$ cat src/rtl/crate_reg_bridge.sv
// Per-crate Wishbone register bridge. A classic-Wishbone register access is
// forwarded to the crate transport as one request/response transaction. The
// access can also be answered locally by a loopback register, or refused with
// dead data when the bridge is disabled or reserved. Timeouts, refusals and
// response errors are reported as one-cycle pulses.
module crate_reg_bridge #(
  parameter int          NUM_ADDRESS_BITS = 20,
  parameter int          TIMEOUT_CYCLES   = 1024,
  parameter logic [31:0] DEAD_DATA        = 32'hDEADBEEF
) (
  input  logic                        wb_clk_i,
  input  logic                        wb_rst_i,
  input  logic                        wb_cyc_i,
  input  logic                        wb_stb_i,
  input  logic                        wb_we_i,
  input  logic [NUM_ADDRESS_BITS-1:0] wb_adr_i,
  input  logic [31:0]                 wb_dat_i,
  input  logic [3:0]                  wb_sel_i,
  output logic [31:0]                 wb_dat_o,
  output logic                        wb_ack_o,
  output logic                        wb_err_o,
  output logic                        wb_rty_o,
  input  logic [1:0]                  bridge_type_i,
  output logic                        txn_valid_o,
  input  logic                        txn_ready_i,
  output logic                        txn_we_o,
  output logic [NUM_ADDRESS_BITS-1:0] txn_adr_o,
  output logic [31:0]                 txn_dat_o,
  output logic [3:0]                  txn_sel_o,
  input  logic                        rsp_valid_i,
  input  logic [31:0]                 rsp_dat_i,
  input  logic                        rsp_err_i,
  output logic                        timeout_o,
  output logic                        invalid_o
);

  localparam int            CW       = $clog2(TIMEOUT_CYCLES);
  localparam logic [CW-1:0] CNT_LAST = CW'(TIMEOUT_CYCLES - 1);

  typedef enum logic [1:0] {
    S_IDLE  = 2'd0,
    S_ISSUE = 2'd1,
    S_WAIT  = 2'd2,
    S_ACK   = 2'd3
  } state_t;

  state_t        state;
  logic [CW-1:0] tmo_cnt;
  logic [31:0]   loop_reg;
  logic [31:0]   loop_next;
  logic          ack_flag;

  // Loopback register contents after merging the current write by byte select.
  always_comb begin
    loop_next = loop_reg;
    for (int b = 0; b < 4; b++) begin
      if (wb_sel_i[b]) loop_next[8*b +: 8] = wb_dat_i[8*b +: 8];
    end
  end

  // Access sequencer: accept, forward or answer locally, wait, acknowledge.
  always_ff @(posedge wb_clk_i or posedge wb_rst_i) begin
    if (wb_rst_i) begin
      state       <= S_IDLE;
      tmo_cnt     <= '0;
      loop_reg    <= '0;
      ack_flag    <= 1'b0;
      wb_dat_o    <= '0;
      txn_valid_o <= 1'b0;
      txn_we_o    <= 1'b0;
      txn_adr_o   <= '0;
      txn_dat_o   <= '0;
      txn_sel_o   <= '0;
      timeout_o   <= 1'b0;
      invalid_o   <= 1'b0;
    end else begin
      ack_flag  <= 1'b0;
      timeout_o <= 1'b0;
      invalid_o <= 1'b0;
      case (state)
        S_IDLE: begin
          if (wb_cyc_i && wb_stb_i) begin
            txn_we_o  <= wb_we_i;
            txn_adr_o <= wb_adr_i;
            txn_dat_o <= wb_dat_i;
            txn_sel_o <= wb_sel_i;
            tmo_cnt   <= '0;
            case (bridge_type_i)
              2'd1: begin
                txn_valid_o <= 1'b1;
                state       <= S_ISSUE;
              end
              2'd3: begin
                if (wb_we_i) loop_reg <= loop_next;
                else         wb_dat_o <= loop_reg;
                ack_flag <= 1'b1;
                state    <= S_ACK;
              end
              default: begin
                wb_dat_o  <= DEAD_DATA;
                invalid_o <= 1'b1;
                ack_flag  <= 1'b1;
                state     <= S_ACK;
              end
            endcase
          end
        end
        S_ISSUE: begin
          tmo_cnt <= tmo_cnt + CW'(1);
          if (tmo_cnt == CNT_LAST) begin
            txn_valid_o <= 1'b0;
            wb_dat_o    <= DEAD_DATA;
            timeout_o   <= 1'b1;
            ack_flag    <= 1'b1;
            state       <= S_ACK;
          end else if (txn_ready_i) begin
            txn_valid_o <= 1'b0;
            state       <= S_WAIT;
          end
        end
        S_WAIT: begin
          tmo_cnt <= tmo_cnt + CW'(1);
          if (rsp_valid_i) begin
            wb_dat_o  <= rsp_err_i ? DEAD_DATA : rsp_dat_i;
            invalid_o <= rsp_err_i;
            ack_flag  <= 1'b1;
            state     <= S_ACK;
          end else if (tmo_cnt == CNT_LAST) begin
            wb_dat_o  <= DEAD_DATA;
            timeout_o <= 1'b1;
            ack_flag  <= 1'b1;
            state     <= S_ACK;
          end
        end
        S_ACK: begin
          state <= S_IDLE;
        end
        default: begin
          state <= S_IDLE;
        end
      endcase
    end
  end

  assign wb_ack_o = ack_flag & wb_cyc_i;
  assign wb_err_o = 1'b0;
  assign wb_rty_o = 1'b0;

endmodule

$ cat config.mk
export PLATFORM = sky130hd
export DESIGN_NAME = crate_reg_bridge
export DESIGN_NICKNAME = d
export VERILOG_FILES = /design/src/rtl/crate_reg_bridge.sv
export SDC_FILE = /design/constraint.sdc
export NUM_CORES = 1
export LEC_CHECK = 0
export CAP_MARGIN = 40
export CORE_ASPECT_RATIO = 0.75
export CORE_MARGIN = 2
export CORE_UTILIZATION = 40
export CTS_CLUSTER_DIAMETER = 120
export DETAILED_ROUTE_END_ITERATION = 10
export PLACE_DENSITY = 0.73
export SLEW_MARGIN = 30
export SYNTH_ARGS = -nofsm -noshare
export SYNTH_HDL_FRONTEND = slang
export SYNTH_SLANG_ARGS = --single-unit
$ cat constraint.sdc
create_clock -name wb_clk_i -period 5.8 [get_ports wb_clk_i]
set_input_delay 1.16 -clock wb_clk_i [delete_from_list [all_inputs] [get_ports wb_clk_i]]
set_output_delay 1.16 -clock wb_clk_i [all_outputs]
set_load 0.02 [all_outputs]
# After elaboration in Yosys (flattened, before gate mapping)
# Cells that the tools add are included.
# totals
regBits	137
out_inout_bits	95
# op_classes
addsub	1
n_eq_ne	12
n_mux	32
bitwise	1
n_reduce_logical	16
# op_table
operator	n
$mux 32	5
$pmux 32 s3	1
$pmux 32 s2	1
$pmux 10 s2	1
$reduce_and 5->1	4
$mux 1	12
$mux 2	6
$add 10x1->10 const B	1
$eq 10x10->1 const B	1
$mux 10	1
$ne 3x3->1 const B	3
$pmux 2 s4	1
$reduce_and 4->1	2
$eq 2x2->1 const B	3
$pmux 1 s2	3
$eq 2x1->1 const B	2
$ne 2x2->1 const B	2
$reduce_and 2->1	2
$reduce_bool 2->1	2
$reduce_or 2->1	2
$pmux 1 s3	1
$reduce_and 3->1	1
$reduce_bool 3->1	1
$logic_not 2->1	1
3 further kinds	3

# Logic depth before layout (Yosys ltp)
# Gate-level depths: netlist (run 1).
# logic_depth
word_depth	5
depth_mapped	9

# Worst setup path after synthesis (run 1)
# OpenSTA, ideal clock, no wires.
# synth_timing
kind	in2out
start	input wb_cyc_i
end	output wb_ack_o
t_arrival_ns	1.370
slack_ns	3.270
stages	1
path_buffers	0
cell_sequence	and2_1
# synth_between
elab_chain_cells	1
# synth_lines
element	line_no	source
from (decl)	13	input logic wb_cyc_i,
$and 1x1->1	145	assign wb_ack_o = ack_flag & wb_cyc_i;
to (decl)	20	output logic wb_ack_o,
# No other way between the ends.

# Worst setup path in the final report (run 1)
# Ends and elaborated chain as after synthesis.

==> summary.md, run 1 <==
The run finished with clean final reports. The clock latency at the later pin of the worst-skew pair was 0.43 ns. For this run, the top clock speed supported by timing is 267.6 MHz. The initial core utilization was 0.4051.

The worst setup path is of the input port to primary output kind. For the pin with the worst max-slew slack, the measured transition is 0.7007 ns. Launch point of the worst reg-to-reg path: state[0]$_DFFE_PP0P_. The number of setup violations in the final report is 0, and the number of buffers inserted by hold repair at cts is 0. The netlist uses 44 different library cells.

The critical path arrival is 2.58 ns. TritonCTS built the clock tree. The number of max-capacitance violations reported came out at 0. Adder and majority cell fraction of the synthesized area: 0.01108. Critical register-to-register path endpoint: wb_dat_o[25]$_DFFE_PP0P_. The logs give 0 for the number of design rule violations left after detail routing and 0 for the number of pins exceeding their max-slew limit in the final report. The detailed-routing iteration count for the pre-antenna-repair pass is 4, and the vertical die dimension is 116.7 um. Setup slack closes at 2.063 ns. The final layout net count was 992. The global-route usage over all layers came out at 0.2331. In the synthesized netlist, the number of instances is 715. The post-cts sizing count came out at 0. In this run the worst hold path is classified as flip-flop to flip-flop. STA classifies the critical path endpoint as a primary output. Highest ir drop seen on vdd: 0.2822 mV.

A synthesized cell averages 9.476 um2. Summing every instance area after synthesis gives 6775 um2. The aggregate routed wire length is 20450 um, and the level count of the clock H-tree is 4. Counting every sink on the clock net gives 137.

After synthesis, the largest family of logic cells by area is compound AO/OA/AOI/OAI gates. The worst hold slack after final layout is 0.4704 ns, and the clock-pin slew of the registers on the worst-case setup and hold paths is 0.06 ns. The tools report the cell at the root of the clock tree as sky130_fd_sc_hd__clkbuf_16.

0 antenna diodes ended up in the layout. In the synthesized netlist the dominant register cell turns out to be sky130_fd_sc_hd__dfrtp_1. The core region is 16720 um2. The worst setup path is launched from an input port. Data on the critical path is required at its endpoint by 4.64 ns.

Measured along the x axis, the die boundary spans 154.3 um. For the worst-case headroom to the max-slew limit, the log shows 0.5329. The die covers 18010 um2. The tools report the post-placement setup slack as 2.103 ns. Using the TritonRoute via totals, the vias-per-cell ratio works out to 5.424. Following the worst setup path forward leads to its endpoint at wb_ack_o. Setup total negative slack on the finished layout was measured at 0 ns. The total power of the final layout came out at 5.551 mW.

After detailed routing, the average wire length per cell comes to 18.32 um. Final count of hold timing violations: 0. The post-CTS setup repair buffer count is 0.

The fraction of synthesis flops using an asynchronous set or reset pin works out to 1.000. The HPWL after detailed placement is 13450 um. Across all register-to-register paths, the minimum setup slack is 2.96 ns.

The mux share of post-synthesis cell area is 0.05762. The depth of the worst register-to-register path is 7. The area fraction in compound gates after synthesis was 0.2277; the count of vias placed by the detailed router was 6053.

The post-layout minimum cycle time came out at 3.737 ns. Across the routed clock network, the largest skew measured is 0.01148 ns. The simple-gate share of the synthesized area is 0.1577. The number of register bits inferred by synthesis was 137; the number of buffers created by CTS was 17. The run gives 0.5060 as the sequential element share of the synthesized area. The final cell utilization of the core is 0.5727, and the count of flip-flops with a built-in enable after synthesis is 0.

The number of global-route vias before repair is 6004. The layout-stage area growth over the synthesis result is 41.37%. The leakage power figure was 4.222 nW. The count of nets left with antenna violations once routing finished came out at 0. The initial antenna violation count is 0.

Setup repair after global routing left no endpoint under its margin. For the aggregate global routing overflow, the log shows 0. The tools report the count of warnings emitted by yosys as 0.

The proportion of layout cells with a drive suffix above 1 was 0.1021. Pin placement for this block handled 193 I/O pins. The first global-routing pass estimated 32310 um of wire. The critical-path maximum fanout was 5; the number of placement rows was 41.

Routability-driven placement finished with a final weighted congestion of 0.7762. The count of buffers added on input and output ports is 190. Tracing the worst setup path back leads to its startpoint at wb_cyc_i. The parity-gate share of the synthesized area counting xor and xnor cells was 0; the starting DRC count in detailed routing was 519. The cell area power density was 579.5 nW/um2; the pin count of the biggest net entering global routing was 68. The maximum count of clock buffers along a single path was 2; the post-route fraction of the period consumed by the critical path was 0.6444.
## through the flow
step,instances,area [um2]
5_1_grt,1116,9578
3_5_place_dp,1084,8905
6_report,1116,9578
3_3_place_gp,1080,8836
2_1_floorplan,716,6779
4_1_cts,1116,9573
## cells in the final DEF (no fill, tap or decap), drive strengths merged, types with 4 or more instances in the layout
| cell | netlist | layout |
|---|---|---|
| nand2 | 191 | 191 |
| clkdlybuf4s50 | 0 | 190 |
| dfrtp | 137 | 137 |
| a21boi | 34 | 34 |
| mux2 | 32 | 32 |
| o21a | 29 | 29 |
| nor2 | 28 | 28 |
| a21oi | 26 | 26 |
| o22ai | 24 | 24 |
| o21bai | 24 | 24 |
| o32ai | 24 | 24 |
| o21ai | 22 | 22 |
| clkbuf | 38 | 20 |
| buf | 14 | 15 |
| inv | 14 | 14 |
| nand2b | 12 | 12 |
| a32oi | 9 | 9 |
| o221ai | 9 | 9 |
| ha | 6 | 6 |
| bufinv | 0 | 6 |
| nand3 | 6 | 6 |
| and2 | 4 | 4 |
| o41ai | 4 | 4 |
| nor3 | 4 | 4 |
## worst min path at each step
stage | start | slack (ns) | cells after the start | to
4_1_cts | txn_dat_o[28]$_DFFE_PP0P_ | 0.48 | 2 | txn_dat_o[28]$_DFFE_PP0P_
6_report | txn_adr_o[16]$_DFFE_PP0P_ | 0.47 | 2 | txn_adr_o[16]$_DFFE_PP0P_
2_1_floorplan | tmo_cnt[6]$_DFFE_PP0P_ | 0.45 | 1 | tmo_cnt[6]$_DFFE_PP0P_
3_3_place_gp | txn_dat_o[27]$_DFFE_PP0P_ | 0.46 | 2 | txn_dat_o[27]$_DFFE_PP0P_
5_1_grt | txn_dat_o[28]$_DFFE_PP0P_ | 0.49 | 2 | txn_dat_o[28]$_DFFE_PP0P_
3_5_place_dp | txn_adr_o[16]$_DFFE_PP0P_ | 0.46 | 2 | txn_adr_o[16]$_DFFE_PP0P_
## kinds of logic after synthesis
group / count (synthesis)
compound gates: 213
fa+ha+maj: 6
buf+inv: 66
flops: 137
mux: 35
other cells: 1
simple gates: 257
## worst max-delay path, stage by stage
cell and delay, ns:
sky130_fd_sc_hd__clkdlybuf4s50_1 0.58, sky130_fd_sc_hd__and2_1 0.21, sky130_fd_sc_hd__clkdlybuf4s50_1 0.62
## per-layer routing
| layer | GRT usage | wire, um | up-vias |
|---|---|---|---|
| li1 | - | - | 2871 |
| met1 | 0.3282 | 9747 | 2962 |
| met3 | 0.06679 | 1407 | 24 |
| met5 | 0 | 0 | - |
| met2 | 0.3408 | 8915 | 196 |
| met4 | 0.09383 | 377 | 0 |
## synthesized netlist by cell type (all sizes together), types with 12 or more instances
master | number | area [um2]
nand2 | 191 | 726.9
dfrtp | 137 | 3428
nor2 | 28 | 105.1
a21boi | 34 | 255.3
o21a | 29 | 217.7
o21ai | 22 | 110.1
o22ai | 24 | 150.1
o32ai | 24 | 210.2
mux2 | 32 | 360.4
a21oi | 26 | 130.1
o21bai | 24 | 180.2
nand2b | 12 | 75.07
clkbuf | 38 | 142.6
inv | 14 | 52.55
buf | 14 | 71.31
## cell type report
cell class | instances | area [um2]
Clock buffer | 20 | 446.7
Sequential cell | 137 | 3428
Clock inverter | 12 | 221.5
Inverter | 14 | 57.56
Tap cell | 215 | 269.0
Timing Repair Buffer | 205 | 2053
Multi-Input combinational cell | 513 | 3102
Fill cell | 1438 | 7146
## report_power, final
group | switching, mW | internal (mW)
Sequential | 0.242 | 1.33
Combinational | 1.51 | 1.24
Clock | 0.425 | 0.816
Total | 2.17 | 3.38
Power figures use the tool's default switching activity.
==> inputs of run 2 (changes only) <==
Clock period 5.8 ns to 3.8 ns, I/O delays scaled along.
==> summary.md, run 2 (synthesis results as in run 1) <==
The tools report the final count of hold timing violations as 0 (unchanged). The number of global-route vias before repair was 6075 (+1.2%). The depth of the worst register-to-register path was 7 (unchanged); the power share of the combinational group was 0.491 (-0.003).

The tools report the final RePlAce weighted congestion as 0.8235 (+6.1%). The post-route fraction of the period consumed by the critical path came out at 0.7589. The worst stage delay on the critical path is 0.61 ns (about the same). The logs give 0.5180 (-0.01485) for the worst-case headroom to the max-slew limit and 137 (unchanged) for the TritonCTS sink count. The vertical die dimension came out at 116.7 um (unchanged). The antenna diode count was 0 (unchanged); the switching component of the power was 3.305 mW (+52%).

The required time of the worst setup path was 3.04 ns (-1.60 ns); the share of power burned in registers was 0.282 (about the same). For the maximum count of clock buffers along a single path, the log shows 2 (unchanged). The run finished with clean final reports.

The clock-pin slew of the registers on the worst-case setup and hold paths is 0.06 ns (about the same). The initial core utilization was 0.4051 (unchanged); the die width was 154.3 um (unchanged). The run gives 193 (unchanged) as the boundary pin count.

Relative to the synthesized area, the layout overhead comes to 41.83%. The number of buffers created by CTS was 17 (unchanged). The global-route met3 utilization was 0.06308 (-0.003711).

TritonCTS built the clock tree. The tools report the number of max-capacitance violations reported as 0 (unchanged). The tree is rooted in a sky130_fd_sc_hd__clkbuf_16.

The slowest stage of the critical path belongs to the cell sky130_fd_sc_hd__clkdlybuf4s50_1. The non-filler instance count after layout came out at 1119 (+0.27%). The wire length per cell is 18.42 um (+0.56%), and the proportion of layout cells with a drive suffix above 1 is 0.1040 (+0.001874). The full die area was 18010 um2 (unchanged). The post-layout minimum cycle time works out to 2.884 ns.

The tools report the startpoint of the worst hold path as txn_dat_o[9]$_DFFE_PP0P_. The aggregate global routing overflow was 0 (unchanged). The critical register-to-register path endpoint is wb_dat_o[21]$_DFFE_PP0P_.

The critical path arrival was 2.12 ns (-0.46 ns); the highest ir drop seen on vdd was 0.3333 mV (+18%). The switching power as a share of total power works out to 0.3868 (-0.004571). STA classifies the critical path startpoint as an input port. Cell-internal power: 5.240 mW (+55%).

The endpoint of the worst hold-timing path is txn_dat_o[9]$_DFFE_PP0P_. For the post-route antenna net violation count, the log shows 0 (unchanged). Number of placement rows: 41 (unchanged). The run gives 105 (+54%) as the pin count of the biggest net entering global routing.

The internal reg-to-reg setup slack was 1.00 ns (-1.96 ns). The post-CTS setup repair buffer count is 0 (unchanged). The run gives 33170 um (+2.7%) as the first-pass GRT wire length.

The worst register-to-register path begins at state[1]$_DFFE_PP0P_. The met2 layer usage reported by global route was 0.3626 (+0.02182); the aggregate routed wire length was 20620 um (+0.83%). The clock latency at the later pin of the worst-skew pair was 0.43 ns (about the same); the clock skew after layout was 0.008254 ns (-0.003224 ns). In this run the worst hold path is classified as flip-flop to flip-flop. The run gives 0 ns (unchanged) as the summed negative setup slack over all endpoints. Cell area power density: 889.2 nW/um2 (+53%). In this run the most used layer during global routing was met2.

The most used cell along the critical path is sky130_fd_sc_hd__clkdlybuf4s50_1. The number of buffers inserted by hold repair at cts is 0 (unchanged), and the final layout net count is 995 (+0.30%). The detailed-routing iteration count for the pre-antenna-repair pass is 5 (+1), and the global-route usage over all layers is 0.2367 (+0.003634). The clock network fraction of total power is 0.227 (+0.003), and the number of cells in the design after placement is 1087 (+0.28%).

The number of design rule violations left after detail routing was 0 (unchanged). The via count normalized by instance count came out at 5.450 (+0.47%). The critical-path maximum fanout works out to 5 (unchanged). Setup repair after global routing left no endpoint under its margin. Timing would allow up to 346.8 MHz. The run gives 4 (unchanged) as the level count of the clock H-tree. The final cell utilization of the core was 0.5746 (+0.001870); the detailed placer's ending HPWL was 13820 um (+2.8%). The transition at the pin with the smallest max-transition slack is 0.7212 ns (+0.02053 ns), and the core outline area is 16720 um2 (unchanged).

The post-cts sizing count was 0 (unchanged); the starting DRC count in detailed routing was 483 (-6.9%). The met1 track demand over resource in global routing was 0.3313 (+0.003073). In the layout the commonest cells are sky130_fd_sc_hd__clkdlybuf4s50_1, sky130_fd_sc_hd__nand2_1, sky130_fd_sc_hd__dfrtp_1. The depth of the worst hold-timing path was 2 (unchanged); the number of pins exceeding their max-slew limit in the final report was 0 (unchanged). The signal on the critical path passes through clkdlybuf4s50_1, and2_1, clkdlybuf4s50_1. Number of setup violations in the final report: 0 (unchanged).

The number of buffer cells added on primary ports was 190 (unchanged). The leakage power figure was 4.252 nW (+0.72%). The tools report the count of vias placed by the detailed router as 6098 (+0.74%). Leaving out fill and tap cells, the most frequent cell in the layout is sky130_fd_sc_hd__clkdlybuf4s50_1.

The critical setup path kind is input port to primary output. STA classifies the critical path endpoint as a primary output. The initial antenna violation count is 0 (unchanged).
run 2: worst max path at each step:
stage / from / endpoint / slack (ns) / depth (start not counted)
floorplan: wb_rst_i / ack_flag$_DFF_PP0_ / 1.33 / 1
global placement: wb_cyc_i / wb_dat_o[2]$_DFFE_PP0P_ / 0.90 / 6
detailed placement: wb_cyc_i / wb_dat_o[15]$_DFFE_PP0P_ / 0.86 / 5
CTS: wb_cyc_i / wb_ack_o / 0.92 / 3
global route: state[1]$_DFFE_PP0P_ / wb_dat_o[15]$_DFFE_PP0P_ / 0.74 / 6
finish: wb_cyc_i / wb_ack_o / 0.92 / 3
run 2: final cells by class:
type                    count  area [um2]
fillers                  1462        7114
flip-flops and latches    137        3428
multi-input cells         513        3097
repair buffers            208        2063
clock buffers              22       484.2
well taps                 215       269.0
clock inverters            10       211.5
inverters                  14       56.30
run 2: per-stage QoR:
stage / setup slack, ns / total power [mW] / hold WS, ns / area [um2]
6_report: 0.9162 / 8.545 / 0.4739 / 9609
5_1_grt: 0.7385 / 9.076 / 0.5062 / 9609
4_1_cts: 0.9176 / 8.570 / 0.4777 / 9609
3_5_place_dp: 0.8633 / 6.602 / 0.4614 / 8914
3_3_place_gp: 0.8987 / 6.529 / 0.4564 / 8897
2_1_floorplan: 1.333 / 4.942 / 0.4508 / 6783
run 2: worst max-delay path, delay by kind of cell:
kind          cells  cell delay (ns)
simple gates      1             0.16
buf+inv           2             1.20
run 2: metal layers:
layer  up-vias  part of all wire
met1      2993              0.48
met2       206              0.44
met4         0             0.015
met5         -                 0
met3        24             0.066
li1       2875                 -
run 2: power by group through the flow:
stage | clock network, mW | registers (mW) | logic [mW]
finish | 1.94 | 2.41 | 4.20
global placement | 0 | 2.41 | 4.12
CTS | 1.97 | 2.40 | 4.19
detailed placement | 0 | 2.41 | 4.19
floorplan | 0 | 2.87 | 2.07
global route | 2.03 | 2.48 | 4.57
